**src/rtl/ctrl_pkg.sv**
```systemverilog
// Shared control definitions: funct3 load/store encodings, LSU FSM states,
// access-size decode helpers.
package ctrl_pkg;

  localparam int unsigned XLEN = 32;
  localparam int unsigned BE_W = XLEN / 8;

  localparam logic [2:0] F3_B  = 3'b000;
  localparam logic [2:0] F3_H  = 3'b001;
  localparam logic [2:0] F3_W  = 3'b010;
  localparam logic [2:0] F3_BU = 3'b100;
  localparam logic [2:0] F3_HU = 3'b101;

  typedef enum logic [1:0] {
    ST_IDLE = 2'd0,
    ST_REQ  = 2'd1,
    ST_WAIT = 2'd2,
    ST_RESP = 2'd3
  } lsu_state_e;

  typedef enum logic [1:0] {
    SZ_B = 2'd0,
    SZ_H = 2'd1,
    SZ_W = 2'd2
  } lsu_size_e;

  // Undefined encodings (011, 110, 111) fall through to word size
  function automatic lsu_size_e f3_size(input logic [2:0] f3);
    lsu_size_e sz;
    case (f3)
      F3_B, F3_BU: sz = SZ_B;
      F3_H, F3_HU: sz = SZ_H;
      default:     sz = SZ_W;
    endcase
    return sz;
  endfunction

  function automatic logic f3_unsigned(input logic [2:0] f3);
    return (f3 == F3_BU) || (f3 == F3_HU);
  endfunction

endpackage

```
**src/rtl/lsu_align.sv**
```systemverilog
// Combinational LSU lane logic: store byte enables and replication,
// misalignment detection / forced alignment, load lane select and extension.
// LSU_MISALIGN_CHECK_EN: flag misaligned halfword/word accesses; when
// undefined, sub-word offsets are forced to natural alignment instead.
module lsu_align
  import ctrl_pkg::*;
(
  input  logic            st_we_i,
  input  logic [2:0]      st_op_i,
  input  logic [1:0]      st_off_i,
  input  logic [XLEN-1:0] st_data_i,
  output logic [BE_W-1:0] be_o,
  output logic [XLEN-1:0] wdata_o,
  output logic            misalign_o,
  output logic [1:0]      eff_off_o,
  input  logic [2:0]      ld_op_i,
  input  logic [1:0]      ld_off_i,
  input  logic [XLEN-1:0] rdata_i,
  output logic [XLEN-1:0] ld_data_o
);

  lsu_size_e   w_st_size;
  lsu_size_e   w_ld_size;
  logic [1:0]  w_off;
  logic [7:0]  w_b;
  logic [15:0] w_h;
  logic        w_sext;

  assign w_st_size = f3_size(st_op_i);

`ifdef LSU_MISALIGN_CHECK_EN
  assign w_off      = st_off_i;
  assign misalign_o = ((w_st_size == SZ_H) && st_off_i[0]) ||
                      ((w_st_size == SZ_W) && (st_off_i != 2'b00));
`else
  // Drop the offset bits that would break natural alignment
  always_comb begin
    w_off = st_off_i;
    case (w_st_size)
      SZ_H:    w_off = {st_off_i[1], 1'b0};
      SZ_W:    w_off = 2'b00;
      default: w_off = st_off_i;
    endcase
  end
  assign misalign_o = 1'b0;
`endif

  assign eff_off_o = w_off;

  // Store byte enables and lane replication; loads enable the full word
  always_comb begin
    be_o    = {BE_W{1'b1}};
    wdata_o = st_data_i;
    if (st_we_i) begin
      case (w_st_size)
        SZ_B: begin
          be_o    = BE_W'(4'b0001) << w_off;
          wdata_o = {(BE_W){st_data_i[7:0]}};
        end
        SZ_H: begin
          be_o    = BE_W'(4'b0011) << w_off;
          wdata_o = {(BE_W/2){st_data_i[15:0]}};
        end
        default: ;
      endcase
    end
  end

  assign w_ld_size = f3_size(ld_op_i);
  assign w_b       = 8'(rdata_i >> {ld_off_i, 3'b000});
  assign w_h       = 16'(rdata_i >> {ld_off_i[1], 4'b0000});
  assign w_sext    = ~f3_unsigned(ld_op_i);

  // Load lane select with sign/zero extension
  always_comb begin
    ld_data_o = rdata_i;
    case (w_ld_size)
      SZ_B:    ld_data_o = {{(XLEN-8){w_sext & w_b[7]}}, w_b};
      SZ_H:    ld_data_o = {{(XLEN-16){w_sext & w_h[15]}}, w_h};
      default: ld_data_o = rdata_i;
    endcase
  end

endmodule

```
**src/rtl/lsu.sv**
```systemverilog
// Load/store unit: one outstanding request from execute, issued to a
// req/gnt/rvalid data memory port, single-cycle response pulse.
// LSU_MISALIGN_CHECK_EN: misaligned accesses answer with misalign_o and no
// memory access; otherwise they are forced to natural alignment.
module lsu
  import ctrl_pkg::*;
(
  input  logic            clk_i,
  input  logic            rst_ni,
  input  logic            req_valid_i,
  output logic            req_ready_o,
  input  logic            mem_wren_i,
  input  logic [2:0]      loadsave_op_i,
  input  logic [XLEN-1:0] addr_i,
  input  logic [XLEN-1:0] st_data_i,
  output logic            rsp_valid_o,
  output logic [XLEN-1:0] ld_data_o,
  output logic            misalign_o,
  output logic            dmem_req_o,
  output logic            dmem_we_o,
  output logic [XLEN-1:0] dmem_addr_o,
  output logic [BE_W-1:0] dmem_be_o,
  output logic [XLEN-1:0] dmem_wdata_o,
  input  logic            dmem_gnt_i,
  input  logic            dmem_rvalid_i,
  input  logic [XLEN-1:0] dmem_rdata_i
);

  lsu_state_e      r_state;
  lsu_state_e      w_state_nxt;
  logic            r_we;
  logic [2:0]      r_op;
  logic [1:0]      r_off;
  logic            r_misalign;
  logic [XLEN-1:0] r_dmem_addr;
  logic [BE_W-1:0] r_dmem_be;
  logic [XLEN-1:0] r_dmem_wdata;
  logic [XLEN-1:0] r_ld_data;

  logic            w_accept;
  logic [BE_W-1:0] w_be;
  logic [XLEN-1:0] w_wdata;
  logic [XLEN-1:0] w_ld_data;
  logic            w_misalign;
  logic [1:0]      w_eff_off;

  assign w_accept = req_valid_i && (r_state == ST_IDLE);

  lsu_align u_align (
    .st_we_i    (mem_wren_i),
    .st_op_i    (loadsave_op_i),
    .st_off_i   (addr_i[1:0]),
    .st_data_i  (st_data_i),
    .be_o       (w_be),
    .wdata_o    (w_wdata),
    .misalign_o (w_misalign),
    .eff_off_o  (w_eff_off),
    .ld_op_i    (r_op),
    .ld_off_i   (r_off),
    .rdata_i    (dmem_rdata_i),
    .ld_data_o  (w_ld_data)
  );

  // State register
  always_ff @(posedge clk_i or negedge rst_ni) begin
    if (!rst_ni) r_state <= ST_IDLE;
    else         r_state <= w_state_nxt;
  end

  // Next-state: grant only matters in REQ, rvalid only in WAIT
  always_comb begin
    w_state_nxt = r_state;
    case (r_state)
      ST_IDLE: if (w_accept) w_state_nxt = w_misalign ? ST_RESP : ST_REQ;
      ST_REQ:  if (dmem_gnt_i) w_state_nxt = r_we ? ST_RESP : ST_WAIT;
      ST_WAIT: if (dmem_rvalid_i) w_state_nxt = ST_RESP;
      ST_RESP: w_state_nxt = ST_IDLE;
      default: w_state_nxt = ST_IDLE;
    endcase
  end

  // Handshake outputs decoded from the state register
  always_comb begin
    req_ready_o = 1'b0;
    dmem_req_o  = 1'b0;
    rsp_valid_o = 1'b0;
    misalign_o  = 1'b0;
    case (r_state)
      ST_IDLE: req_ready_o = 1'b1;
      ST_REQ:  dmem_req_o  = 1'b1;
      ST_RESP: begin
        rsp_valid_o = 1'b1;
        misalign_o  = r_misalign;
      end
      default: ;
    endcase
  end

  // Request payload capture and load-data register
  always_ff @(posedge clk_i or negedge rst_ni) begin
    if (!rst_ni) begin
      r_we         <= 1'b0;
      r_op         <= 3'b000;
      r_off        <= 2'b00;
      r_misalign   <= 1'b0;
      r_dmem_addr  <= '0;
      r_dmem_be    <= '0;
      r_dmem_wdata <= '0;
      r_ld_data    <= '0;
    end else begin
      if (w_accept) begin
        r_we         <= mem_wren_i;
        r_op         <= loadsave_op_i;
        r_off        <= w_eff_off;
        r_misalign   <= w_misalign;
        r_dmem_addr  <= {addr_i[XLEN-1:2], 2'b00};
        r_dmem_be    <= w_be;
        r_dmem_wdata <= mem_wren_i ? w_wdata : '0;
      end
      // ld_data only changes when a response is about to be presented
      if (w_accept && w_misalign)
        r_ld_data <= '0;
      else if ((r_state == ST_REQ) && dmem_gnt_i && r_we)
        r_ld_data <= '0;
      else if ((r_state == ST_WAIT) && dmem_rvalid_i)
        r_ld_data <= w_ld_data;
    end
  end

  assign dmem_we_o    = r_we;
  assign dmem_addr_o  = r_dmem_addr;
  assign dmem_be_o    = r_dmem_be;
  assign dmem_wdata_o = r_dmem_wdata;
  assign ld_data_o    = r_ld_data;

endmodule

```
**config.mk**
```make
export PLATFORM = sky130hd
export DESIGN_NAME = lsu
export DESIGN_NICKNAME = d
export VERILOG_FILES = /design/src/rtl/ctrl_pkg.sv /design/src/rtl/lsu_align.sv /design/src/rtl/lsu.sv
export SDC_FILE = /design/constraint.sdc
export NUM_CORES = 1
export LEC_CHECK = 0
export ABC_AREA = 1
export ABC_CLOCK_PERIOD_IN_PS = 1450
export CAP_MARGIN = 20
export CELL_PAD_IN_SITES_DETAIL_PLACEMENT = 0
export CELL_PAD_IN_SITES_GLOBAL_PLACEMENT = 1
export CORE_MARGIN = 2
export CORE_UTILIZATION = 27
export DETAILED_ROUTE_END_ITERATION = 7
export GPL_TIMING_DRIVEN = 1
export PLACE_DENSITY = 0.79
export SYNTH_ARGS = -nofsm -noshare
export SYNTH_HDL_FRONTEND = slang
export SYNTH_SLANG_ARGS = --single-unit
```
**constraint.sdc**
```tcl
create_clock -name clk_i -period 1.45 [get_ports clk_i]
set_clock_uncertainty 0.05 [all_clocks]
set_input_delay 0.29 -clock clk_i [delete_from_list [all_inputs] [get_ports clk_i]]
set_output_delay 0.29 -clock clk_i [all_outputs]
set_load 0.005 [all_outputs]
```
Word-level counts from Yosys, hierarchy flattened
Cells that the tools add are included.
{"block": "word_totals", "word_cells": 64, "in_bits": 105, "latch_bits": 0, "out_inout_bits": 105, "register_bits": 106, "n_memories": 0, "mem_bits_ro": 0, "ram_bits": 0}
{"block": "classes", "bitwise_logic": 3, "n_reduce_logical": 16, "order_cmp": 0, "mux": 18, "add_sub_neg": 0, "n_shift": 4, "div_mod_pow": 0, "multipliers": 0, "n_eq_ne": 15}
{"op": "$pmux 32 s2", "count": 2}
{"op": "$mux 32", "count": 3}
{"op": "$shr 32x5->16", "count": 1}
{"op": "$shr 32x5->8", "count": 1}
{"op": "$eq 3x3->1 const B", "count": 4}
{"op": "$pmux 2 s2", "count": 3}
{"op": "$pmux 2 s4", "count": 1}
{"op": "$pmux 4 s2", "count": 1}
{"op": "$reduce_or 2->1", "count": 4}
{"op": "$eq 2x1->1 const B", "count": 3}
{"op": "$eq 2x2->1 const B", "count": 3}
{"op": "$eq 3x1->1 const B", "count": 2}
{"op": "$logic_not 2->1", "count": 3}
{"op": "$logic_not 3->1", "count": 2}
{"op": "$mux 2", "count": 3}
{"op": "$ne 2x2->1 const B", "count": 3}
{"op": "$logic_and 1x1->1", "count": 4}
{"op": "$mux 1", "count": 4}
{"op": "$mux 4", "count": 1}
{"op": "$shl 1x2->4 const A", "count": 1}
{"op": "$shl 2x2->4 const A", "count": 1}
{"op": "$reduce_and 3->1", "count": 1}
{"op": "$and 1x1->1", "count": 2}
{"op": "$reduce_bool 2->1", "count": 1}
{"op": "2 further kinds", "count": 2}

Depth between registers and ports, before layout
Gate-level depths: netlist (run 1).
{"block": "depth", "ltp_word": 8, "depth_mapped": 10, "depth_no_buf": 9}

Cells and area by module
Synthesis (run 1) repeated with hierarchy kept, for this count alone.
{"block": "unflattened", "cells_unflattened": 765, "hier_area_um2": 5879.4}
{"mod": "lsu", "area_per_inst_um2": 4523.1, "instances": 1, "cells_each": 495, "seq_area_each_um2": 2677.6}
{"mod": "lsu_align", "area_per_inst_um2": 1356.3, "instances": 1, "cells_each": 270, "seq_area_each_um2": 0.0}

Worst setup path after synthesis (run 1)
OpenSTA, ideal clock, no wires.
{"block": "synth_path", "path_type": "register to register", "startpoint": "reg r_state[1]", "endpoint": "reg r_ld_data[16] (netlist: ld_data_o[16])", "setup_slack_ns": -0.155, "setup_time_ns": 0.116, "path_buffers": 1, "path_stages_with_launch": 11, "t_arrival_ns": 1.439, "t_required_ns": 1.284, "cell_sequence": "dfrtp_1 > inv_1 > ha_1 > nand2_1 > inv_1 > nand2_1 > nand2_1 > clkbuf_1 > nor2_1 > nand2_2 > nand2_1"}
{"block": "synth_via", "elab_chain_cells": 4, "elab_cells_between_ends": 7}
{"item": "start: declaration", "line_no": "lsu.sv:29", "rtl": "lsu_state_e r_state;"}
{"item": "start signal: assignment", "line_no": "lsu.sv:67", "rtl": "else r_state <= w_state_nxt;"}
{"item": "$eq 2x1->1", "line_no": "lsu.sv:123", "rtl": "else if ((r_state == ST_REQ) && dmem_gnt_i && r_we)"}
{"item": "$logic_and 1x1->1 (2 in a row)", "line_no": "lsu.sv:123"}
{"item": "$mux 32 / $reduce_bool 2->1 (equally long branches)"}
{"item": "end signal: assignment", "line_no": "lsu.sv:126", "rtl": "r_ld_data <= w_ld_data;"}
{"item": "end: declaration", "line_no": "lsu.sv:38", "rtl": "logic [XLEN-1:0] r_ld_data;"}
Parallel ways exist; a longest one is shown, timed or not.
A chain may end at the register's enable or synchronous reset.

Worst setup path in the final report (run 1)
{"block": "layout_path", "startpoint": "reg r_state[0]", "endpoint": "out req_ready_o"}
{"block": "layout_via", "elab_chain_cells": 2}
{"item": "$logic_not 2->1", "line_no": "lsu.sv:88", "rtl": "case (r_state)"}
{"item": "$mux 1", "line_no": "lsu.sv:88"}
{"item": "end: declaration", "line_no": "lsu.sv:11", "rtl": "output logic req_ready_o,"}
Every way passes these cells.

==> results.toml, run 1 <==
[grt]
grt-ovfl-total = 0
antenna_found_initial = 0
grt_usage_pct = 18.6
grt_pass1_vias = 5218
grt_pass1_wl_um = 28600
grt_max_degree = 71

[route]
vias_per_cell = 4.66
dr.pass1.iters = 6
drt-met1-wl_um = 8460
route.detailed.drc = 0
wirelength_um = 19600
drt_iter0_drc = 256
vias = 5359
wl_met2_um = 9240
drtAntennaViolNets = 0
wl_per_cell_um = 17.0
top_layer = "met4"
wl_met3_um = 1580

[setup_path]
worstPathMaxFanout = 4
cp.required_ns = 1.11
crit_arrival_ns = 1.23
startpoint = "r_state[0]$_DFFE_PN0P_"
critPathBufInv = 3
start_kind = "flop"
cp_top_family = "flip-flops"
cpMaxStageDelayCell = "dfrtp_2"
timing.rr.start = "r_state[1]$_DFFE_PN0P_"
worstSetupPathType = "flop to output port"
critPathMaxStageDelay_ns = 0.42
worstSetupEndpointType = "output port"
crit_chain = "inv_2 > ha_4 > buf_4 > buf_6"

[power]
power.internal_mw = 9.84
p_leak_nw = 4.65
ir_drop_mv = 0.840
power.share.switching_pct = 39.5
p_comb_share_pct = 52.9
total_power_mw = 16.3
clkPwrFrac_pct = 15.3
pwr_density_cell_mw_per_mm2 = 1790
power_switching_mw = 6.44
p_seq_share_pct = 31.8

[clocking]
htreeDepth = 3
cts_tree = "yes"
root_buffer = "clkbuf_16"
clock_latency_ns = 0.36
path_clk_slew_ns = 0.08
cts_made_buffers = 9
clockBufferDepth = 2
clock_sinks = 106

[yosys]
yosysUniqueCellTypes = 28
async_flop_share_pct = 100
synthesis.area_mm2 = 0.00503
syn_area_per_cell_um2 = 7.76
synth_edf_count = 0
synthCells = 648
synthFlopType = "dfrtp_1"
ys_seq_elements = 106
ys.warnings.count = 0
synth_seq_area_share_pct = 52.8

[sta]
setup_ws_ns = -0.121
drv_slew = 0
hold_slack_ns = 0.423
hold_viol_final = 0
setup_viol = 96
rsz0062_at_grt = "yes"
fin_crit_sh_pct = 108
period_needed_ns = 1.57
max_freq_mhz = 636
setup_tns_ns = -4.25

[layout]
num_antenna_cells = 0
post_route_cells_drive_above_1_share_pct = 28.6
nFillCells = 1730
area_delta_synth_final_pct = 81.3
regArea_mm2 = 0.00266
fin_nets = 1026
multi_input_area_mm2 = 0.00277

[place]
io_buffers = 206
place_ws_ns = -0.300
place_congestion = 0.830
hpwl_um = 12600

[job]
drv_cap = 0

[die]
core_mm2 = 0.0181
initial_core_util_pct = 27.8
rows = 49
die_w_um = 140
chipHeight_um = 140
dieArea_mm2 = 0.0197
ios = 210

[run_status]
failed_checks = "negative setup slack"
outcome = "finished with violations"

[worst_hold_path]
hold_path.startpoint = "addr_i[10]"
hold_class = "primary input to flop"
==> through the flow <==
stage               std cells  utilization, %  cell area (µm²)
finish                   1151            50.4             9110
global route             1151            50.4             9110
CTS                      1140            46.1             8330
detailed placement       1100            42.3             7650
global placement         1100            42.3             7650
floorplan                 650               -             5070
==> path summary, 6_finish.rpt <==
kind | depth (start not counted) | to | slack, ns
min | 3 | dmem_addr_o[10]$_DFFE_PN0P_ | 0.42
max | 4 | req_ready_o | -0.12
min reg2reg | 2 | dmem_addr_o[10]$_DFFE_PN0P_ | 0.43
max in group asynchronous | 3 | r_state[0]$_DFFE_PN0P_ | 0.44
min in group asynchronous | 3 | r_op[0]$_DFFE_PN0P_ | 0.49
max reg2reg | 11 | ld_data_o[27]$_DFFE_PN0P_ | -0.08
==> cells in the final DEF (no fill, tap or decap), types with 4 or more instances in the layout <==
| cell | count |
|---|---|
| nor2_4 | 7 |
| ha_4 | 4 |
| buf_4 | 51 |
| o21ai_2 | 18 |
| a21oi_2 | 11 |
| buf_16 | 5 |
| buf_12 | 10 |
| dlygate4sd2_1 | 95 |
| nand2_1 | 212 |
| nand2_2 | 62 |
| o21ai_0 | 5 |
| nand3_1 | 17 |
| dfrtp_1 | 104 |
| a21oi_1 | 14 |
| o22ai_1 | 8 |
| o31ai_4 | 6 |
| buf_6 | 7 |
| clkdlybuf4s50_1 | 103 |
| inv_2 | 8 |
| nand2_4 | 30 |
| nor2_1 | 44 |
| clkbuf_16 | 18 |
| inv_1 | 23 |
| nor2_2 | 5 |
| o21ai_1 | 24 |
==> power by group through the flow <==
stage / logic, mW / clock network, mW / registers (mW)
CTS: 7.50 / 2.53 / 5.07
global route: 9.41 / 2.65 / 5.35
detailed placement: 7.34 / 0 / 5.10
floorplan: 3.05 / 0 / 5.11
global placement: 7.27 / 0 / 5.12
finish: 8.61 / 2.49 / 5.17
==> per-layer routing <==
metal,global-route usage [%],vias up
met4,5.53,0
met3,5.98,21
li1,-,2576
met2,29.0,219
met1,25.0,2543
met5,0,-
==> synth_stat cells, types with 4 or more instances <==
library cell	number	area [µm²]
nand2_1	292	1100
dfrtp_1	106	2650
nor2_1	54	203
o21ai_1	28	140
inv_1	27	101
a21oi_1	24	120
o21ai_0	19	95.1
nand3_1	17	85.1
clkbuf_1	14	52.6
nand2_2	11	68.8
o22ai_1	8	50.1
o31ai_1	8	60.1
buf_2	7	35.0
inv_2	7	26.3
buf_1	6	22.5
ha_1	4	50.1
==> flip-flops by register name, indices dropped and copies added, names as in the netlist <==
name,flops
r_op,3
dmem_addr_o,30
dmem_be_o,4
dmem_we_o,1
r_off,2
r_state,2
ld_data_o,32
dmem_wdata_o,32
==> worst min-delay path: stages <==
cell and delay, ns:
clkdlybuf4s50_1 0.41, nand2_2 0.06, nand2_1 0.04
==> cells by family after synthesis <==
family                   share of synthesized area (%)
other                                           0.0746
buffers and inverters                             5.92
flip-flops                                        52.8
AO/OA/AOI/OAI                                     9.58
adder cells (fa/ha/maj)                          0.996
AND/OR/NAND/NOR                                   30.7
==> repair_timing <==
action	CTS	global route
resized for setup	187	160
cloned	5	11
hold buffers	1	0
endpoints found under the setup margin	195	110
pin swaps	6	31
hold endpoints to repair	106	0
buffers inserted	18	2
==> area by class of cell <==
class / count / area share (%)
clock buffer: 10 / 2.51
clock inverter: 6 / 0.618
timing repair buffer: 287 / 32.5
sequential: 106 / 29.1
tap: 229 / 3.14
inverter: 35 / 1.73
multi-input combinational: 478 / 30.4
Power figures use the tool's default switching activity.
==> inputs of run 2 (changes only) <==
--- a/config.mk
+++ b/config.mk
@@ -6,14 +6,14 @@
 export NUM_CORES = 1
 export LEC_CHECK = 0
 export ABC_AREA = 1
-export ABC_CLOCK_PERIOD_IN_PS = 1450
+export ABC_CLOCK_PERIOD_IN_PS = 1300
 export CAP_MARGIN = 20
 export CELL_PAD_IN_SITES_DETAIL_PLACEMENT = 0
 export CELL_PAD_IN_SITES_GLOBAL_PLACEMENT = 1
 export CORE_MARGIN = 2
 export CORE_UTILIZATION = 27
 export DETAILED_ROUTE_END_ITERATION = 7
-export GPL_TIMING_DRIVEN = 1
+export GPL_ROUTABILITY_DRIVEN = 0
 export PLACE_DENSITY = 0.79
 export SYNTH_ARGS = -nofsm -noshare
 export SYNTH_HDL_FRONTEND = slang
==> constraint.sdc (replaced) <==
create_clock -name clk_i -period 1.3 [get_ports clk_i]
set_clock_uncertainty 0.05 [all_clocks]
set_input_delay 0.26 -clock clk_i [delete_from_list [all_inputs] [get_ports clk_i]]
set_output_delay 0.26 -clock clk_i [all_outputs]
set_load 0.005 [all_outputs]
==> run 2 against run 1 <==
Against the previous run:
- the run still ends with negative setup slack left
- total power grew 19%
- sequential cell count is the same
- critical endpoint is now ld_data_o[4]$_DFFE_PN0P_
- sequential share of layout area shrank 1.1 points
- combinational power grew 25%
- critical path depth grew 7
- routed wire length grew 1.3%
- clock power grew 11%
- clock-buffer cell count grew 1
- register-to-register slack lost 0.22 ns
- non-clock buffer count grew 47
==> results.toml, run 2 (synthesized netlist as in run 1, its figures left out) <==
[die]
dieArea_mm2 = 0.0197
ios = 210
initial_core_util_pct = 27.8
rows = 49
die_w_um = 140
chipHeight_um = 140
core_mm2 = 0.0181

[layout]
area_delta_synth_final_pct = 88.2
layout_commonest_cell = "nand2_1"
layout_common_cells = "nand2_1 (209), dfrtp_1 (105), clkdlybuf4s50_1 (103)"
fin_nets = 1073
num_antenna_cells = 0
post_route_cells_drive_above_1_share_pct = 39.8

[setup_path]
crit_chain = "buf_6 > inv_4 > buf_6 > ha_4 > nand2_4 > inv_4 > nand2_8 > buf_6 > clkinvlp_4 > nand2_1 > nand2_1"
timing.rr.start = "r_state[0]$_DFFE_PN0P_"
critPathBufInv = 6
critPathMaxStageDelay_ns = 0.37
critPathMostFrequentCell = "buf_6"
crit_arrival_ns = 1.79
cp.required_ns = 1.49
worstSetupEndpointType = "flop"
cpMaxStageDelayCell = "dfrtp_2"
startpoint = "r_state[0]$_DFFE_PN0P_"
start_kind = "flop"
worstPathMaxFanout = 8
worstSetupPathType = "flop to flop"
cp_top_family = "buffers and inverters"

[job]
drv_cap = 0

[route]
wirelength_um = 19900
vias = 5527
dr.pass1.iters = 4
route.detailed.drc = 0
wl_per_cell_um = 16.6
drtAntennaViolNets = 0
vias_per_cell = 4.61
drt_iter0_drc = 250

[sta]
drv_slew = 0
setup_tns_ns = -25.39
period_needed_ns = 1.60
fin_crit_sh_pct = 123
max_freq_mhz = 625
setup_viol = 109
rsz0062_at_grt = "yes"
hold_viol_final = 0
setup_ws_ns = -0.300

[clocking]
cts_made_buffers = 9
root_buffer = "clkbuf_16"
clockBufferDepth = 2
cts_tree = "yes"
clock_latency_ns = 0.35
clock_sinks = 106
htreeDepth = 3
path_clk_slew_ns = 0.07

[place]
io_buffers = 206
hpwl_um = 13100

[grt]
antenna_found_initial = 0
grt_pass1_vias = 5508
grt_max_degree = 37
grt_pass1_wl_um = 29800
grt-ovfl-total = 0
grt_usage_pct = 19.3

[run_status]
outcome = "finished with violations"
failed_checks = "negative setup slack"

[power]
ir_drop_mv = 1.07
total_power_mw = 19.4
p_leak_nw = 4.63
pwr_density_cell_mw_per_mm2 = 2050

[worst_hold_path]
hold_class = "primary input to asynchronous set/reset pin"
[run 2: cell count changes in the layout (fill, tap and decap cells not counted), sizes merged]
cell | previous run | this run
buf | 75 | 140
clkbuf | 20 | 63
clkdlybuf4s15 | 3 | 38
clkinv | 2 | 4
clkinvlp | 2 | 1
dlygate4sd2 | 95 | 0
inv | 37 | 35
[run 2: power by group]
group          switching [mW]  leakage (nW)  internal, mW  total [mW]
registers                1.01          1.34          4.78        5.79
logic                    5.23          3.14          5.60        10.8
clock network            1.34         0.148          1.44        2.77
[run 2: layout make-up]
cell class                 count  area [µm²]
tap                          229         287
clock buffer                  11         253
sequential                   106        2650
fill                        1706        8630
timing repair buffer         334        3220
multi-input combinational    478        2830
clock inverter                 5        42.5
inverter                      35         170
[run 2: routing by layer]
metal	GRT usage, %	routed length (µm)
met5	0	0
met4	6.79	500
met3	5.64	1620
met2	31.1	9450
met1	24.8	8290
[run 2: path summary, 6_finish.rpt]
check / endpoint / slack, ns / cells past startpoint
max reg2reg: ld_data_o[4]$_DFFE_PN0P_ / -0.30 / 11
min in group clk_i: dmem_addr_o[12]$_DFFE_PN0P_ / 0.38 / 3
min reg2reg: ld_data_o[7]$_DFFE_PN0P_ / 0.43 / 2
max in group asynchronous: dmem_wdata_o[21]$_DFFE_PN0P_ / 0.44 / 3
max: ld_data_o[4]$_DFFE_PN0P_ / -0.30 / 11
min: ld_data_o[4]$_DFFE_PN0P_ / 0.28 / 2
[run 2: stage by stage]
| stage | hold slack (ns) | cell area, µm² | utilization [%] | setup WS [ns] | cells |
|---|---|---|---|---|---|
| 6_report | 0.283 | 9460 | 52.3 | -0.300 | 1198 |
| 5_1_grt | 0.289 | 9460 | 52.3 | -0.391 | 1198 |
| 3_5_place_dp | 0.107 | 7860 | 43.4 | -0.430 | 1113 |
| 3_3_place_gp | 0.107 | 7860 | 43.4 | -0.396 | 1113 |
| 2_1_floorplan | -0.0856 | 5180 | - | -0.0899 | 650 |
| 4_1_cts | 0.283 | 9030 | 49.9 | -0.287 | 1167 |
[run 2: worst register-to-register path: cells and delay by family, from the launching register on]
kind | cells | cell delay, ns
buffers and inverters | 6 | 0.58
flip-flops | 1 | 0.37
AND/OR/NAND/NOR | 4 | 0.33
adder cells (fa/ha/maj) | 1 | 0.16
[run 2: repair_timing]
action / in CTS / in global routing
cloned: 9 / 5
endpoints found under the hold margin: 11 / 0
hold buffers: 1 / 0
setup endpoints to repair: 207 / 158
pin swaps: 33 / 44
buffers inserted: 33 / 37
resized for setup: 368 / 188
